### config.mk
export PLATFORM = sky130hd
export DESIGN_NAME = wb_multi_stage_flat
export DESIGN_NICKNAME = d
export VERILOG_FILES = /design/src/rtl/wb_pkg.sv /design/src/rtl/wb_multi_stage_if.sv /design/src/rtl/wb_rd_delay.sv /design/src/rtl/wb_multi_stage.sv /design/src/flat_wrapper.sv
export SDC_FILE = /design/constraint.sdc
export NUM_CORES = 1
export LEC_CHECK = 0
export BUFFER_PORTS_ARGS = -buffer_cell sky130_fd_sc_hd__buf_2
export CAP_MARGIN = 20
export CORE_ASPECT_RATIO = 0.5
export CORE_UTILIZATION = 49
export DETAILED_ROUTE_END_ITERATION = 8
export PLACE_DENSITY = 0.86
export SKIP_CTS_REPAIR_TIMING = 1
export SLEW_MARGIN = 20
export SYNTH_ARGS = -nofsm -noshare
export SYNTH_HDL_FRONTEND = slang
export SYNTH_SLANG_ARGS = --single-unit
export TNS_END_PERCENT = 1
### constraint.sdc
create_clock -name clk -period 3.91 [get_ports clk]
set_clock_uncertainty 0.2 [all_clocks]
set_input_delay 0.782 -clock clk [delete_from_list [all_inputs] [get_ports clk]]
set_output_delay 0.782 -clock clk [all_outputs]
set_load 0.005 [all_outputs]
### src/rtl/wb_pkg.sv
// wb_pkg: shared defaults, x0 constant and channel-slice helper for the write-back stage
package wb_pkg;
  localparam int DATA_W_DEF = 32;
  localparam int REG_AW_DEF = 5;
  localparam int CNT_W_DEF = 16;
  localparam int REG_X0 = 0;
  function automatic int ch_lo(input int ch, input int w);
    return ch * w;
  endfunction
endpackage

### src/rtl/wb_multi_stage_if.sv
// wb_multi_stage_if: execute-side inputs and register-file write-back outputs; forwarding signals with WB_FWD_EN
interface wb_multi_stage_if #(
  parameter int NUM_CH = 2,
  parameter int DATA_W = wb_pkg::DATA_W_DEF,
  parameter int REG_AW = wb_pkg::REG_AW_DEF,
  parameter int CNT_W = wb_pkg::CNT_W_DEF
);
  logic stall;
  logic [NUM_CH*REG_AW-1:0] ch_rd_dec;
  logic [NUM_CH-1:0] ch_valid;
  logic [NUM_CH*DATA_W-1:0] ch_result;
  logic [NUM_CH*REG_AW-1:0] wb_addr;
  logic [NUM_CH*DATA_W-1:0] wb_data;
  logic [NUM_CH-1:0] wb_en;
  logic [CNT_W-1:0] retire_cnt;
`ifdef WB_FWD_EN
  logic [2*REG_AW-1:0] rs_addr;
  logic [1:0] fwd_hit;
  logic [2*DATA_W-1:0] fwd_data;
  modport master(output stall, ch_rd_dec, ch_valid, ch_result, rs_addr,
                 input wb_addr, wb_data, wb_en, retire_cnt, fwd_hit, fwd_data);
  modport slave(input stall, ch_rd_dec, ch_valid, ch_result, rs_addr,
                output wb_addr, wb_data, wb_en, retire_cnt, fwd_hit, fwd_data);
`else
  modport master(output stall, ch_rd_dec, ch_valid, ch_result,
                 input wb_addr, wb_data, wb_en, retire_cnt);
  modport slave(input stall, ch_rd_dec, ch_valid, ch_result,
                output wb_addr, wb_data, wb_en, retire_cnt);
`endif
endinterface

### src/rtl/wb_rd_delay.sv
// wb_rd_delay: DEPTH-deep destination-register shift pipe with hold and sync active-low clear
module wb_rd_delay #(
  parameter int W = 5,
  parameter int DEPTH = 2
) (
  input  logic clk,
  input  logic reset,
  input  logic hold,
  input  logic [W-1:0] d,
  output logic [W-1:0] q
);
  logic [W-1:0] s [DEPTH];
  always_ff @(posedge clk)
    if (!reset) s <= '{default: '0};
    else if (!hold) begin
      s[0] <= d;
      for (int i = 1; i < DEPTH; i++) s[i] <= s[i-1];
    end
  assign q = s[DEPTH-1];
endmodule

### src/rtl/wb_multi_stage.sv
// wb_multi_stage: multi-channel write-back with x0 suppression, collision resolution, retire count; forwarding with WB_FWD_EN
module wb_multi_stage import wb_pkg::*; #(
  parameter int NUM_CH = 2,
  parameter int DATA_W = DATA_W_DEF,
  parameter int REG_AW = REG_AW_DEF,
  parameter int RD_DELAY = 2,
  parameter int CNT_W = CNT_W_DEF
) (
  input logic clk,
  input logic reset,
  wb_multi_stage_if.slave bus
);
  logic [REG_AW-1:0] rd_al [NUM_CH];
  logic [NUM_CH-1:0] acc, en_nxt;
  logic [2:0] n;
  logic [CNT_W:0] sum;
  logic [CNT_W-1:0] cnt_nxt;
  genvar g;
  for (g = 0; g < NUM_CH; g++) begin : g_pipe
    wb_rd_delay #(.W(REG_AW), .DEPTH(RD_DELAY)) u_rd (
      .clk(clk),
      .reset(reset),
      .hold(bus.stall),
      .d(bus.ch_rd_dec[ch_lo(g, REG_AW) +: REG_AW]),
      .q(rd_al[g])
    );
  end
  // the highest-index channel wins a same-register collision
  always_comb begin
    acc = bus.ch_valid & {NUM_CH{~bus.stall}};
    en_nxt = acc;
    n = '0;
    for (int i = 0; i < NUM_CH; i++) begin
      n = n + 3'(acc[i]);
      if (rd_al[i] == REG_AW'(REG_X0)) en_nxt[i] = 1'b0;
      for (int k = i + 1; k < NUM_CH; k++)
        if (acc[k] && rd_al[k] == rd_al[i]) en_nxt[i] = 1'b0;
    end
    sum = {1'b0, bus.retire_cnt} + (CNT_W+1)'(n);
    cnt_nxt = sum[CNT_W] ? '1 : sum[CNT_W-1:0];
  end
  always_ff @(posedge clk)
    if (!reset) begin
      bus.wb_addr <= '0;
      bus.wb_data <= '0;
      bus.wb_en <= '0;
      bus.retire_cnt <= '0;
    end else begin
      bus.wb_en <= en_nxt;
      bus.retire_cnt <= cnt_nxt;
      for (int i = 0; i < NUM_CH; i++)
        if (acc[i]) begin
          bus.wb_addr[ch_lo(i, REG_AW) +: REG_AW] <= rd_al[i];
          bus.wb_data[ch_lo(i, DATA_W) +: DATA_W] <= bus.ch_result[ch_lo(i, DATA_W) +: DATA_W];
        end
    end
`ifdef WB_FWD_EN
  always_comb begin
    bus.fwd_hit = '0;
    bus.fwd_data = '0;
    for (int j = 0; j < 2; j++)
      for (int i = 0; i < NUM_CH; i++)
        if (bus.wb_en[i] && bus.rs_addr[ch_lo(j, REG_AW) +: REG_AW] != REG_AW'(REG_X0) &&
            bus.wb_addr[ch_lo(i, REG_AW) +: REG_AW] == bus.rs_addr[ch_lo(j, REG_AW) +: REG_AW]) begin
          bus.fwd_hit[j] = 1'b1;
          bus.fwd_data[ch_lo(j, DATA_W) +: DATA_W] = bus.wb_data[ch_lo(i, DATA_W) +: DATA_W];
        end
  end
`endif
endmodule

### src/flat_wrapper.sv
// flat-port wrapper written by rule: the top's interface ports become plain ports
module wb_multi_stage_flat import wb_pkg::*;
#(
  parameter int NUM_CH = 2,
  parameter int DATA_W = DATA_W_DEF,
  parameter int REG_AW = REG_AW_DEF,
  parameter int RD_DELAY = 2,
  parameter int CNT_W = CNT_W_DEF
)
  (clk, reset, bus_stall, bus_ch_rd_dec, bus_ch_valid, bus_ch_result, bus_wb_addr, bus_wb_data, bus_wb_en, bus_retire_cnt);
  wb_multi_stage_if #(.NUM_CH(NUM_CH), .DATA_W(DATA_W), .REG_AW(REG_AW), .CNT_W(CNT_W)) bus_i ();
  input logic clk;
  input logic reset;
  input wire logic [$bits(bus_i.stall)-1:0] bus_stall;
  input wire logic [$bits(bus_i.ch_rd_dec)-1:0] bus_ch_rd_dec;
  input wire logic [$bits(bus_i.ch_valid)-1:0] bus_ch_valid;
  input wire logic [$bits(bus_i.ch_result)-1:0] bus_ch_result;
  output wire logic [$bits(bus_i.wb_addr)-1:0] bus_wb_addr;
  output wire logic [$bits(bus_i.wb_data)-1:0] bus_wb_data;
  output wire logic [$bits(bus_i.wb_en)-1:0] bus_wb_en;
  output wire logic [$bits(bus_i.retire_cnt)-1:0] bus_retire_cnt;
  assign bus_i.stall = bus_stall;
  assign bus_i.ch_rd_dec = bus_ch_rd_dec;
  assign bus_i.ch_valid = bus_ch_valid;
  assign bus_i.ch_result = bus_ch_result;
  assign bus_wb_addr = bus_i.wb_addr;
  assign bus_wb_data = bus_i.wb_data;
  assign bus_wb_en = bus_i.wb_en;
  assign bus_retire_cnt = bus_i.retire_cnt;
  wb_multi_stage #(.NUM_CH(NUM_CH), .DATA_W(DATA_W), .REG_AW(REG_AW), .RD_DELAY(RD_DELAY), .CNT_W(CNT_W)) u_core (.clk(clk), .reset(reset), .bus(bus_i));
endmodule
==> qor.yml <==
viasPerCell: 4.91
drc: 0
io_pins: 171
wirelength_um: 10200
path_cells: "buf_2, nand2b_1, inv_2, ha_1, ha_1, inv_1, fa_1, nand2b_1, nor3_4, nand2_2, a21boi_1"
antenna_found_initial: 0
cp_slowest_cell: "fa_1"
synthDistinctLibCells: 41
n_fill_cell: 760
worstMarginPinSlew_ns: 0.712
synth_area_sq_um: 4480
power_frac_seq: 0.533
endpoint_kind: "flip-flop"
netlist_instances: 491
switchingPower_uw: 528
fin_util: 0.645
rsz0062_at_grt: "false"
grt-ovfl-total: 0
antenna_left: 0
p_sw_frac: 0.233
yosys_warnings: 0
pwr-share-clk: 0.373
finalPower_mw: 2.27
cts_tree: "built"
die_h_um: 69.6
dieArea_sq_um: 9560
yosysSeqAreaShare: 0.500
gp_congestion: 0.750
ys_ff_latch: 112
core-area_sq_um: 8800
max_freq_mhz: 329
numCtsBuffers: 9
internal_power_mw: 1.74
clk_pin_slew_ns: 0.07
synth_area_per_cell_sq_um: 9.13
cap_violations: 0
wire_per_inst_um: 13.2
synth_largest_area_cell: "dfxtp_1"
place_ws_ns: 0.530
critPathMaxFanout: 11
cts.path.max_buffers: 2
irDropWorstVdd_mv: 0.261
drv_slew: 0
dr.first_iter.drc_count: 189
worst_ep_required_time_ns: 3.99
status: "finished, final reports clean"
final_cell_mix: "buf_2 (170), nand2_1 (154), dfxtp_1 (112), a21boi_0 (43), a21boi_1 (35)"
worst_skew_pair.late_latency_ns: 0.34
powerDensity_nw_per_um2: 400
maxSlewHeadroom: 0.525
slowest_delay_ns: 0.43
p_comb_frac: 0.093
cts.sinks: 112
grt_max_degree: 53
grt_util_all_layers: 0.215
grt_pass1_vias: 3454
die_w_um: 137
tns_ns: 0
fin_crit_sh: 0.777
dr.pass1.iters: 4
crit_arrival_ns: 3.12
grt_pass1_wl_um: 16200
cp-start-kind: "input port"
synth.net_count: 574
yosys-top-cells-area: "dfxtp_1 (50%), nand2_1 (13%), a21boi_0 (7.2%)"
htree_levels: 3
place_hpwl_um: 7270
rows: 24
syn_to_final_growth_pct: 26.6
fin_nets: 731
hp-class: "flip-flop to flip-flop"
hold_ws_ns: 0.250
portBuffers: 170
num_vias: 3782
cts_root_buf: "clkbuf_16"
n_antenna_cell: 0
final_common_cell: "buf_2"
synth.top_cell.area_share: 0.500
path_class: "input port to flip-flop"
drive_above_1_share: 0.317
min_period_ns: 3.04
power_leakage_nw: 2.61
setup_viol: 0
initial_utilization: 0.510
timing.final.ws_setup_ns: 0.871
hold_viol: 0
## registers in the layout (all words and copies together), names as in the netlist
register / flops
u_core.bus.retire_cnt: 16
u_core.bus.wb_data: 64
u_core.bus.wb_addr: 10
u_core.g_pipe.u_rd.q: 10
u_core.bus.wb_en: 2
u_core.g_pipe.u_rd.s: 10
## worst paths after layout
kind | start | to | slack (ns) | cells past startpoint
worst max-delay path | bus_stall | u_core.bus.retire_cnt[1]$_SDFF_PN0_ | 0.87 | 11
worst min-delay path | u_core.bus.wb_data[63]$_SDFFE_PN0N_ | u_core.bus.wb_data[63]$_SDFFE_PN0N_ | 0.25 | 2
worst max register to register | u_core.bus.retire_cnt[0]$_SDFF_PN0_ | u_core.bus.retire_cnt[1]$_SDFF_PN0_ | 1.54 | 7
worst min register to register | u_core.bus.wb_data[63]$_SDFFE_PN0N_ | u_core.bus.wb_data[63]$_SDFFE_PN0N_ | 0.25 | 2
## synthesized netlist by cell type, drive strengths merged
cell type / number
a21boi: 85
a21oi: 3
a31o: 1
a31oi: 2
and3: 2
buf: 13
clkbuf: 18
dfxtp: 112
fa: 1
ha: 3
inv: 6
mux2i: 21
nand2: 155
nand2b: 3
nand3: 5
nand3b: 1
nand4: 4
nor2: 4
nor2b: 24
nor3: 3
nor3b: 1
nor4: 3
o211a: 1
o211ai: 2
o311a: 1
or3: 1
or4: 1
xnor2: 10
xor2: 5
## area by class of cell
class                   count  area (sq um)  share of cell area
clock buffers              12           246              0.0434
clock inverters             4          30.0             0.00529
inverters                   6          22.5             0.00397
multi-input cells         342          2080               0.367
flip-flops and latches    112          2240               0.395
well taps                 117           146              0.0258
repair buffers            177           903               0.159
## kinds of logic after synthesis
group / Yosys count / share of synthesized area
mux: 21 / 0.0469
fa+ha+maj: 4 / 0.0128
flops: 112 / 0.500
xor+xnor: 15 / 0.0293
buf+inv: 37 / 0.0352
compound gates: 95 / 0.165
simple gates: 207 / 0.211
## power by group through the flow
stage	registers [mW]	clock network, mW	logic, mW
after global placement	1.23	0	0.208
after floorplan	1.24	0	0.113
after CTS	1.21	0.873	0.215
after global routing	1.22	0.916	0.238
final	1.21	0.848	0.212
after detailed placement	1.24	0	0.214
## critical path, delay by kind of cell
| kind | cells | cell delay (ns) |
|---|---|---|
| compound gates | 1 | 0.20 |
| fa+ha+maj | 3 | 0.89 |
| buf+inv | 3 | 0.21 |
| simple gates | 4 | 1.03 |
## metrics by stage
stage | std cells | area (sq um)
floorplan | 491 | 4480
global placement | 754 | 5400
detailed placement | 754 | 5400
CTS | 770 | 5680
global route | 770 | 5680
finish | 770 | 5680
## layer usage
metal,part of all wire,global-route usage,vias to the layer above
met5,0,0,-
met2,0.50,0.379,91
met3,0.049,0.0556,20
met1,0.43,0.249,1745
li1,-,-,1926
met4,0.022,0.0855,0
(Power assumes the default switching activity.)
